### src/rtl/multi_signal_sync_pkg.sv
// sync_pkg: shared constants and width helpers for the multi-channel synchroniser
package sync_pkg;
  localparam int STAGES_MIN = 2;
  function automatic int clog2(input int n);
    int r = 0;
    while ((1 << r) < n) r++;
    return r;
  endfunction
  function automatic int cnt_w(input int filt_len);
    return filt_len < 1 ? 1 : clog2(filt_len + 1);
  endfunction
endpackage

### src/rtl/multi_signal_sync_if.sv
// multi_signal_sync_if: async inputs and synchronised outputs; sticky signals exist only with SYNC_STICKY_EN
interface multi_signal_sync_if #(parameter int WIDTH = 1);
  logic [WIDTH-1:0] async_in;
  logic [WIDTH-1:0] sync_out;
  logic [WIDTH-1:0] rise_pulse;
  logic [WIDTH-1:0] fall_pulse;
`ifdef SYNC_STICKY_EN
  logic [WIDTH-1:0] sticky_clr;
  logic [WIDTH-1:0] change_sticky;
  modport master(output async_in, sticky_clr, input sync_out, rise_pulse, fall_pulse, change_sticky);
  modport slave(input async_in, sticky_clr, output sync_out, rise_pulse, fall_pulse, change_sticky);
`else
  modport master(output async_in, input sync_out, rise_pulse, fall_pulse);
  modport slave(input async_in, output sync_out, rise_pulse, fall_pulse);
`endif
endinterface

### src/rtl/multi_signal_sync_chan.sv
// sync_chan: one channel of flop chain, optional stability filter, edge pulses and SYNC_STICKY_EN change flag
module sync_chan
  import sync_pkg::*;
#(
  parameter int   STAGES   = 3,
  parameter int   FILT_LEN = 0,
  parameter logic RST_BIT  = 1'b0
) (
  input  logic clk,
  input  logic rst,
  input  logic a,
  output logic o,
  output logic rise,
  output logic fall
`ifdef SYNC_STICKY_EN
  ,
  input  logic clr,
  output logic sticky
`endif
);
  logic [STAGES-1:0] s;
  logic syn, filt, filt_q;
  assign syn = s[STAGES-1];
  // synchroniser chain, input enters at s[0]
  always_ff @(posedge clk)
    s <= rst ? {STAGES{RST_BIT}} : {s[STAGES-2:0], a};
  if (FILT_LEN == 0) begin : g_nf
    assign filt = syn;
  end else begin : g_f
    localparam int CW = cnt_w(FILT_LEN);
    localparam logic [CW-1:0] LAST = CW'(FILT_LEN - 1);
    logic [CW-1:0] cnt;
    logic f_r;
    // accept a new level only after it has held for FILT_LEN cycles; any return resets the count
    always_ff @(posedge clk)
      if (rst) begin
        cnt <= '0;
        f_r <= RST_BIT;
      end else if (syn == f_r) cnt <= '0;
      else if (cnt == LAST) begin
        f_r <= syn;
        cnt <= '0;
      end else cnt <= cnt + 1'b1;
    assign filt = f_r;
  end
  // previous filtered level for edge detection
  always_ff @(posedge clk)
    filt_q <= rst ? RST_BIT : filt;
  assign o = filt;
  assign rise = filt & ~filt_q;
  assign fall = ~filt & filt_q;
`ifdef SYNC_STICKY_EN
  // change flag: a new edge beats a simultaneous clear
  always_ff @(posedge clk)
    sticky <= rst ? 1'b0 : (rise | fall) ? 1'b1 : clr ? 1'b0 : sticky;
`endif
endmodule

### src/rtl/multi_signal_sync.sv
// multi_signal_sync: WIDTH independent single-bit CDC channels; SYNC_STICKY_EN adds per-channel change flags
module multi_signal_sync
  import sync_pkg::*;
#(
  parameter int             WIDTH    = 1,
  parameter int             STAGES   = 3,
  parameter int             FILT_LEN = 0,
  parameter logic [WIDTH-1:0] RST_VAL  = '0
) (
  input logic clk,
  input logic rst,
  multi_signal_sync_if.slave bus
);
  logic [WIDTH-1:0] so, rp, fp;
  if (STAGES < STAGES_MIN) begin : g_bad_stages
    $error("multi_signal_sync: STAGES=%0d below minimum %0d", STAGES, STAGES_MIN);
  end
  if (WIDTH < 1) begin : g_bad_width
    $error("multi_signal_sync: WIDTH must be at least 1");
  end
  if (FILT_LEN < 0) begin : g_bad_filt
    $error("multi_signal_sync: FILT_LEN must not be negative");
  end
`ifdef SYNC_STICKY_EN
  logic [WIDTH-1:0] st;
  assign bus.change_sticky = st;
`endif
  for (genvar i = 0; i < WIDTH; i++) begin : g_ch
    sync_chan #(.STAGES(STAGES), .FILT_LEN(FILT_LEN), .RST_BIT(RST_VAL[i])) u_chan (
      .clk(clk),
      .rst(rst),
      .a(bus.async_in[i]),
      .o(so[i]),
      .rise(rp[i]),
      .fall(fp[i])
`ifdef SYNC_STICKY_EN
      ,
      .clr(bus.sticky_clr[i]),
      .sticky(st[i])
`endif
    );
  end
  assign bus.sync_out = so;
  assign bus.rise_pulse = rp;
  assign bus.fall_pulse = fp;
endmodule

### src/flat_wrapper.sv
// flat-port wrapper written by rule: the top's interface ports become plain ports
module multi_signal_sync_flat import sync_pkg::*;
#(
  parameter int             WIDTH    = 1,
  parameter int             STAGES   = 3,
  parameter int             FILT_LEN = 0,
  parameter logic [WIDTH-1:0] RST_VAL  = '0
)
  (clk, rst, bus_async_in, bus_sync_out, bus_rise_pulse, bus_fall_pulse);
  multi_signal_sync_if #(.WIDTH(WIDTH)) bus_i ();
  input logic clk;
  input logic rst;
  input wire logic [$bits(bus_i.async_in)-1:0] bus_async_in;
  output wire logic [$bits(bus_i.sync_out)-1:0] bus_sync_out;
  output wire logic [$bits(bus_i.rise_pulse)-1:0] bus_rise_pulse;
  output wire logic [$bits(bus_i.fall_pulse)-1:0] bus_fall_pulse;
  assign bus_i.async_in = bus_async_in;
  assign bus_sync_out = bus_i.sync_out;
  assign bus_rise_pulse = bus_i.rise_pulse;
  assign bus_fall_pulse = bus_i.fall_pulse;
  multi_signal_sync #(.WIDTH(WIDTH), .STAGES(STAGES), .FILT_LEN(FILT_LEN), .RST_VAL(RST_VAL)) u_core (.clk(clk), .rst(rst), .bus(bus_i));
endmodule
### config.mk
export PLATFORM = sky130hd
export DESIGN_NAME = multi_signal_sync_flat
export DESIGN_NICKNAME = d
export VERILOG_FILES = /design/src/rtl/multi_signal_sync_pkg.sv /design/src/rtl/multi_signal_sync_if.sv /design/src/rtl/multi_signal_sync_chan.sv /design/src/rtl/multi_signal_sync.sv /design/src/flat_wrapper.sv
export SDC_FILE = /design/constraint.sdc
export NUM_CORES = 1
export LEC_CHECK = 0
export CORE_AREA = 3 3 40 42
export DETAILED_ROUTE_END_ITERATION = 10
export DIE_AREA = 0 0 43 45
export GPL_ROUTABILITY_DRIVEN = 0
export GPL_TIMING_DRIVEN = 0
export PLACE_DENSITY_LB_ADDON = 0.1
export REMOVE_ABC_BUFFERS = 1
export SYNTH_ARGS = -nofsm -noshare
export SYNTH_HDL_FRONTEND = slang
export SYNTH_SLANG_ARGS = --single-unit
### constraint.sdc
create_clock -name clk -period 2 [get_ports clk]
set_clock_uncertainty 0.15 [all_clocks]
set_input_delay 0.2 -clock clk [delete_from_list [all_inputs] [get_ports clk]]
set_output_delay 0.2 -clock clk [all_outputs]
set_load 0.01 [all_outputs]
Word level (Yosys, flattened, before mapping) --
Index checks and enable logic that the tools add are counted. W data, S select, Z words.
Word-level totals: bits in registers 4, bits of input ports 3, output and inout port bits 3, logic and storage cells 6
Cells by class: bitwise gates (word level) 4
Operators with widths (number):
- $and A1 B1 Y1 | 2
- $not A1 Y1 | 2

Depth between registers and ports, before layout --
Gate-level depths: netlist of the first run.
depth in word-level cells 2, mapped depth 1, mapped depth without buffers 1

Least setup slack after synthesis of the first run --
Ideal clock, no wire load.
path kind register to output, from register u_core.g_ch[0].u_chan.s[2], to output port bus_rise_pulse, arrival time 0.609 ns, required time 1.650 ns, setup slack 1.041 ns, cell stages (with the launch flop) 2, buffers on the path 0, cell sequence dfxtp_1 -> nor2b_1
On the way: longest elaborated chain between the ends 1
RTL lines:
- start, declared | RTL line multi_signal_sync_chan.sv:21 | logic [STAGES-1:0] s;
- start signal, assigned | RTL line multi_signal_sync_chan.sv:26 | s <= rst ? {STAGES{RST_BIT}} : {s[STAGES-2:0], a};
- $and A1 B1 Y1 | RTL line multi_signal_sync_chan.sv:50 | assign rise = filt & ~filt_q;
- end, declared | RTL line flat_wrapper.sv:15 | output wire logic [$bits(bus_i.rise_pulse)-1:0] bus_rise_pulse;
No other way between the ends.

Worst setup path after layout of the first run --
Same ends and word-level chain as after synthesis.

==> results_dict.tcl, run 1 <==
set metrics [dict create \
    status "finished, final reports clean" \
    post_drt_wl_per_cell_um 5.606 \
    row_count 13 \
    die_area_sq_um 1935 \
    grt_pass1_wl_um 358 \
    cts_tree "built" \
    antenna_found_initial 0 \
    yosys_register_bits 4 \
    yosys_warnings 0 \
    setup_viol 0 \
    cts_buffers 3 \
    synth_compound_area_share_pct 0 \
    worstMarginPinSlew_ns 0.1401 \
    route.antenna.remaining_nets 0 \
    ys_types 2 \
    required_ns 1.65 \
    final_cell_mix "nor2b_1, clkdlybuf4s50_1, dfxtp_1, clkbuf_4" \
    avgSynthCellArea_sq_um 11.76 \
    r2r_cells 1 \
    p_leak_uw 0.00008108 \
    cts.sinks 4 \
    grt_use_total_pct 2.917 \
    synth_top_family_by_area "simple AND/OR/NAND/NOR gates" \
    holdBufCountCts 0 \
    layout_commonest_cell "nor2b_1" \
    p_per_area_nw_per_um2 915.7 \
    drt_wl_total_um 185 \
    fin_util_pct 16.26 \
    setup_tns_ns 0 \
    n_antenna_cell 0 \
    max_freq_ghz 0.6188 \
    synth_area_sq_um 117.6 \
    dieWidth_um 43 \
    power_uw 191.3 \
    crit_type "reg2out" \
    crit_path_start_kind "flop" \
    drt_iter0_markers 0 \
    h-tree-depth 1 \
    start_util_pct 9.153 \
    rsz0062_at_grt "no" \
    max-cap-violations 0 \
    drc_errors 0 \
    post_cts_buffers 0 \
    grt_overflow 0 \
    crit_path_end_kind "primary output" \
    path_cells "nor2b_1 -> clkdlybuf4s50_1" \
    synth_fa_ha_area_share_pct 0 \
    syn_inst 10 \
    drv_slew 0 \
    synth-simple-area-share_pct 31.91 \
    clockBufferDepth 2 \
    die_h_um 45 \
    min_period_ns 1.616 \
    vdd_ir_drop_max_v 0.0003533 \
    worstHoldPathType "reg2reg" \
    io_buffers 5 \
    fin_nets 23 \
    insertion_delay_ns 0.23 \
    post_cts_resized 0 \
    vias 88 \
    dr.pass1.iters 1 \
    clk_pin_slew_ns 0.04 \
    routed_via_density 2.667 \
    seq_area_frac_synth_pct 68.09 \
    top_level_ports 6 \
    slew-limit-headroom_pct 90.63 \
    grt_pass1_vias 85 \
    core-area_sq_um 1285 \
    arrival_ns 1.27 \
    synthMuxAreaShare_pct 0 \
    hold_violations 0 \
    cp_slowest_stage_delay_ns 0.53 \
    final_layout_size_suffix_gt1_share_pct 16.67 \
    crit_slowest_cell "clkdlybuf4s50_1" \
    cts_root_buffer "clkbuf_4" \
    grt_max_degree 5 \
    synth_xor_area_share_pct 0 \
    critPathMaxFanout 4 \
    area_growth_pct 77.66 \
    min_period_over_period_pct 80.81 \
    holdPathStages 1 \
]
-- per-stage QoR --
stage          instance area (sq um)  instances  worst slack [ns]  hold slack [ns]
6_report                       209.0         33            0.3839           0.2796
5_1_grt                        209.0         33            0.2760           0.3191
4_1_cts                        209.0         33            0.3725           0.2803
3_5_place_dp                   186.4         30            0.6301           0.2767
3_3_place_gp                   186.4         30            0.6258           0.2704
2_1_floorplan                  117.6         10             1.041           0.1216
-- flip-flops by register name (all words and copies together) (netlist names) --
register,count
u_core.g_ch.u_chan.filt_q,1
u_core.g_ch.u_chan.s,3
-- logic make-up (layout without fill, tap and decap cells) --
group / Yosys count / count (layout)
DFF: 4 / 4
buffers and inverters: 0 / 8
and+or+nand+nor: 6 / 6
-- critical path, delay by kind of cell, from the launching register on --
kind / cells / cell delay, ns
AND/OR/NAND/NOR: 1 / 0.14
flip-flops: 1 / 0.36
buffers and inverters: 1 / 0.53
-- synthesized netlist by cell type --
| cell | count | area share (%) |
|---|---|---|
| nor2b_1 | 6 | 32 |
| dfxtp_1 | 4 | 68 |
-- report_power, final --
part	internal, uW	total (uW)	switching (uW)	leakage, uW
sequential	83.0	84.0	1.00	0.0000328
combinational	7.45	10.4	2.95	0.0000345
clock	66.9	96.9	30.0	0.0000138
total	157	191	34.0	0.0000811
-- per-layer routing --
layer  part of all wire (%)  vias to the layer above  global-route usage (%)
met5                      0                        -                       0
met4                      0                        0                       0
met3                     28                        0                   4.781
met2                     27                       10                   2.395
met1                     45                       32                   3.623
li1                       -                       46                       -
-- path summary, 6_finish.rpt --
check | start | slack [ns] | to
worst min register to register | u_core.g_ch[0].u_chan.s[1]$_SDFF_PP0_ | 0.28 | u_core.g_ch[0].u_chan.s[2]$_SDFF_PP0_
worst min-delay path | u_core.g_ch[0].u_chan.s[1]$_SDFF_PP0_ | 0.28 | u_core.g_ch[0].u_chan.s[2]$_SDFF_PP0_
worst max-delay path | u_core.g_ch[0].u_chan.s[2]$_SDFF_PP0_ | 0.38 | bus_rise_pulse
worst max register to register | u_core.g_ch[0].u_chan.s[2]$_SDFF_PP0_ | 1.28 | u_core.g_ch[0].u_chan.filt_q$_SDFF_PP0_
-- cell type report --
| cell class | instances | area (sq um) |
|---|---|---|
| multi-input cells | 6 | 37.54 |
| fillers | 143 | 1076 |
| well taps | 15 | 18.77 |
| clock buffers | 3 | 22.52 |
| repair buffers | 5 | 50.05 |
| flip-flops and latches | 4 | 80.08 |
Power figures use the tool's default switching activity.
==> run 2, diff against run 1 <==
==> constraint.sdc (replaced) <==
create_clock -name clk -period 1.6 [get_ports clk]
set_clock_uncertainty 0.15 [all_clocks]
set_input_delay 0.16 -clock clk [delete_from_list [all_inputs] [get_ports clk]]
set_output_delay 0.16 -clock clk [all_outputs]
set_load 0.01 [all_outputs]
==> run 2 against run 1 <==
Critical path depth is 1 lower. Sequential share of layout area is 0.90 points lower. First-iteration DRC count stayed put. Largest power group unchanged. Clock-buffer cell count stayed put. Die area stayed put. Core utilization is 0.39 points higher. Combinational power is 22% higher. Setup slack worse by 0.23 ns. Largest cell class unchanged. Sequential power is 25% higher. Power is 25% higher. Critical endpoint is now bus_sync_out. Cell area is 2.4% higher. Wire length is 4.3% higher. Critical path type unchanged.
==> results_dict.tcl, run 2 (same netlist as run 1, synthesis figures left out) <==
set metrics [dict create \
    crit_type "reg2out" \
    die_area_sq_um 1935 \
    crit_slowest_cell "clkdlybuf4s50_1" \
    vdd_ir_drop_max_v 0.0004424 \
    io_buffers 5 \
    cts_buffers 3 \
    cts.sinks 4 \
    timing.critical_path.max_delay_family "buffers and inverters" \
    clk_pin_slew_ns 0.04 \
    r2r_start "u_core.g_ch[0].u_chan.s[2]$_SDFF_PP0_" \
    post_cts_resized 0 \
    row_count 13 \
    min_period_over_period_pct 90.53 \
    largest_reg_flops 3 \
    crit_path_end_kind "primary output" \
    setup_viol 0 \
    drt_iter0_markers 0 \
    hp-start "u_core.g_ch[0].u_chan.s[1]$_SDFF_PP0_" \
    arrival_ns 1.14 \
    largest-register "u_core.g_ch.u_chan.s" \
    route.antenna.remaining_nets 0 \
    setup_tns_ns 0 \
    crit_buf_inv 1 \
    setup_ws_ns 0.1514 \
    crit_path_start_kind "flop" \
    required_ns 1.29 \
    drt_wl_total_um 193 \
    drc_errors 0 \
    die_h_um 45 \
    drv_slew 0 \
    reg.largest.list "u_core.g_ch.u_chan.s x3, u_core.g_ch.u_chan.filt_q x1" \
    power_uw 239.1 \
    pre_cts_slack_ns 0.2701 \
    status "finished, final reports clean" \
    p_leak_uw 0.0001169 \
    worstMarginPinSlew_ns 0.1401 \
    cts_tree "built" \
    start_util_pct 9.153 \
    p_per_area_nw_per_um2 1117 \
    cp_slowest_stage_delay_ns 0.55 \
    antenna_found_initial 0 \
    dieWidth_um 43 \
    clockBufferDepth 2 \
    dr.pass1.iters 1 \
    h-tree-depth 1 \
    cts_root_buffer "clkbuf_4" \
    path_cells "clkdlybuf4s50_1" \
    core-area_sq_um 1285 \
    critPathMaxFanout 4 \
    grt_use_total_pct 2.917 \
    area_growth_pct 81.91 \
    crit_start "u_core.g_ch[0].u_chan.s[2]$_SDFF_PP0_" \
    grt_overflow 0 \
    hold_violations 0 \
    holdBufCountCts 0 \
    final_layout_size_suffix_gt1_share_pct 16.67 \
    worstHoldPathType "reg2reg" \
    max_freq_ghz 0.6903 \
    insertion_delay_ns 0.23 \
    grt_pass1_vias 85 \
    grt_pass1_wl_um 358 \
    max-cap-violations 0 \
    grt_max_degree 5 \
    slew-limit-headroom_pct 90.63 \
    final_cell_mix "nor2b_1, dfxtp_1, clkbuf_4, clkdlybuf4s50_1, dlymetal6s2s_1" \
    rsz0062_at_grt "no" \
    routed_via_density 2.727 \
    post_drt_wl_per_cell_um 5.848 \
    n_antenna_cell 0 \
    post_cts_buffers 0 \
    layout_commonest_cell "nor2b_1" \
    vias 90 \
    top_level_ports 6 \
    min_period_ns 1.449 \
    fin_nets 23 \
]
[run 2: path summary, 6_finish.rpt]
kind / depth (start not counted) / slack, ns / end
min: 1 / 0.28 / u_core.g_ch[0].u_chan.s[2]$_SDFF_PP0_
max: 1 / 0.15 / bus_sync_out
max reg2reg: 1 / 0.89 / u_core.g_ch[0].u_chan.filt_q$_SDFF_PP0_
min reg2reg: 1 / 0.28 / u_core.g_ch[0].u_chan.s[2]$_SDFF_PP0_
[run 2: final cells by class]
type	instances	area (sq um)
multi-input combinational	6	37.54
sequential	4	80.08
clock buffer	3	22.52
timing repair buffer	5	55.05
tap	15	18.77
fill	141	1071
[run 2: layer usage]
metal	up-vias	GRT usage (%)	routed length (um)
met4	0	0	0
met2	10	2.395	54
li1	46	-	-
met3	0	4.781	57
met5	-	0	0
met1	34	3.623	81
[run 2: where the power goes]
group | switching [uW] | internal (uW) | total [uW]
combinational | 3.67 | 9.02 | 12.7
sequential | 1.20 | 104 | 105
clock | 37.8 | 83.6 | 121
total | 42.6 | 196 | 239
[run 2: stage by stage]
step                instance area, sq um  std cells  hold WS, ns  util, %
floorplan                          117.6         10      0.08161        -
global placement                   186.4         30       0.2704    14.51
detailed placement                 186.4         30       0.2767    14.51
CTS                                209.0         33       0.2803    16.26
global route                       214.0         33       0.3191    16.65
finish                             214.0         33       0.2797    16.65
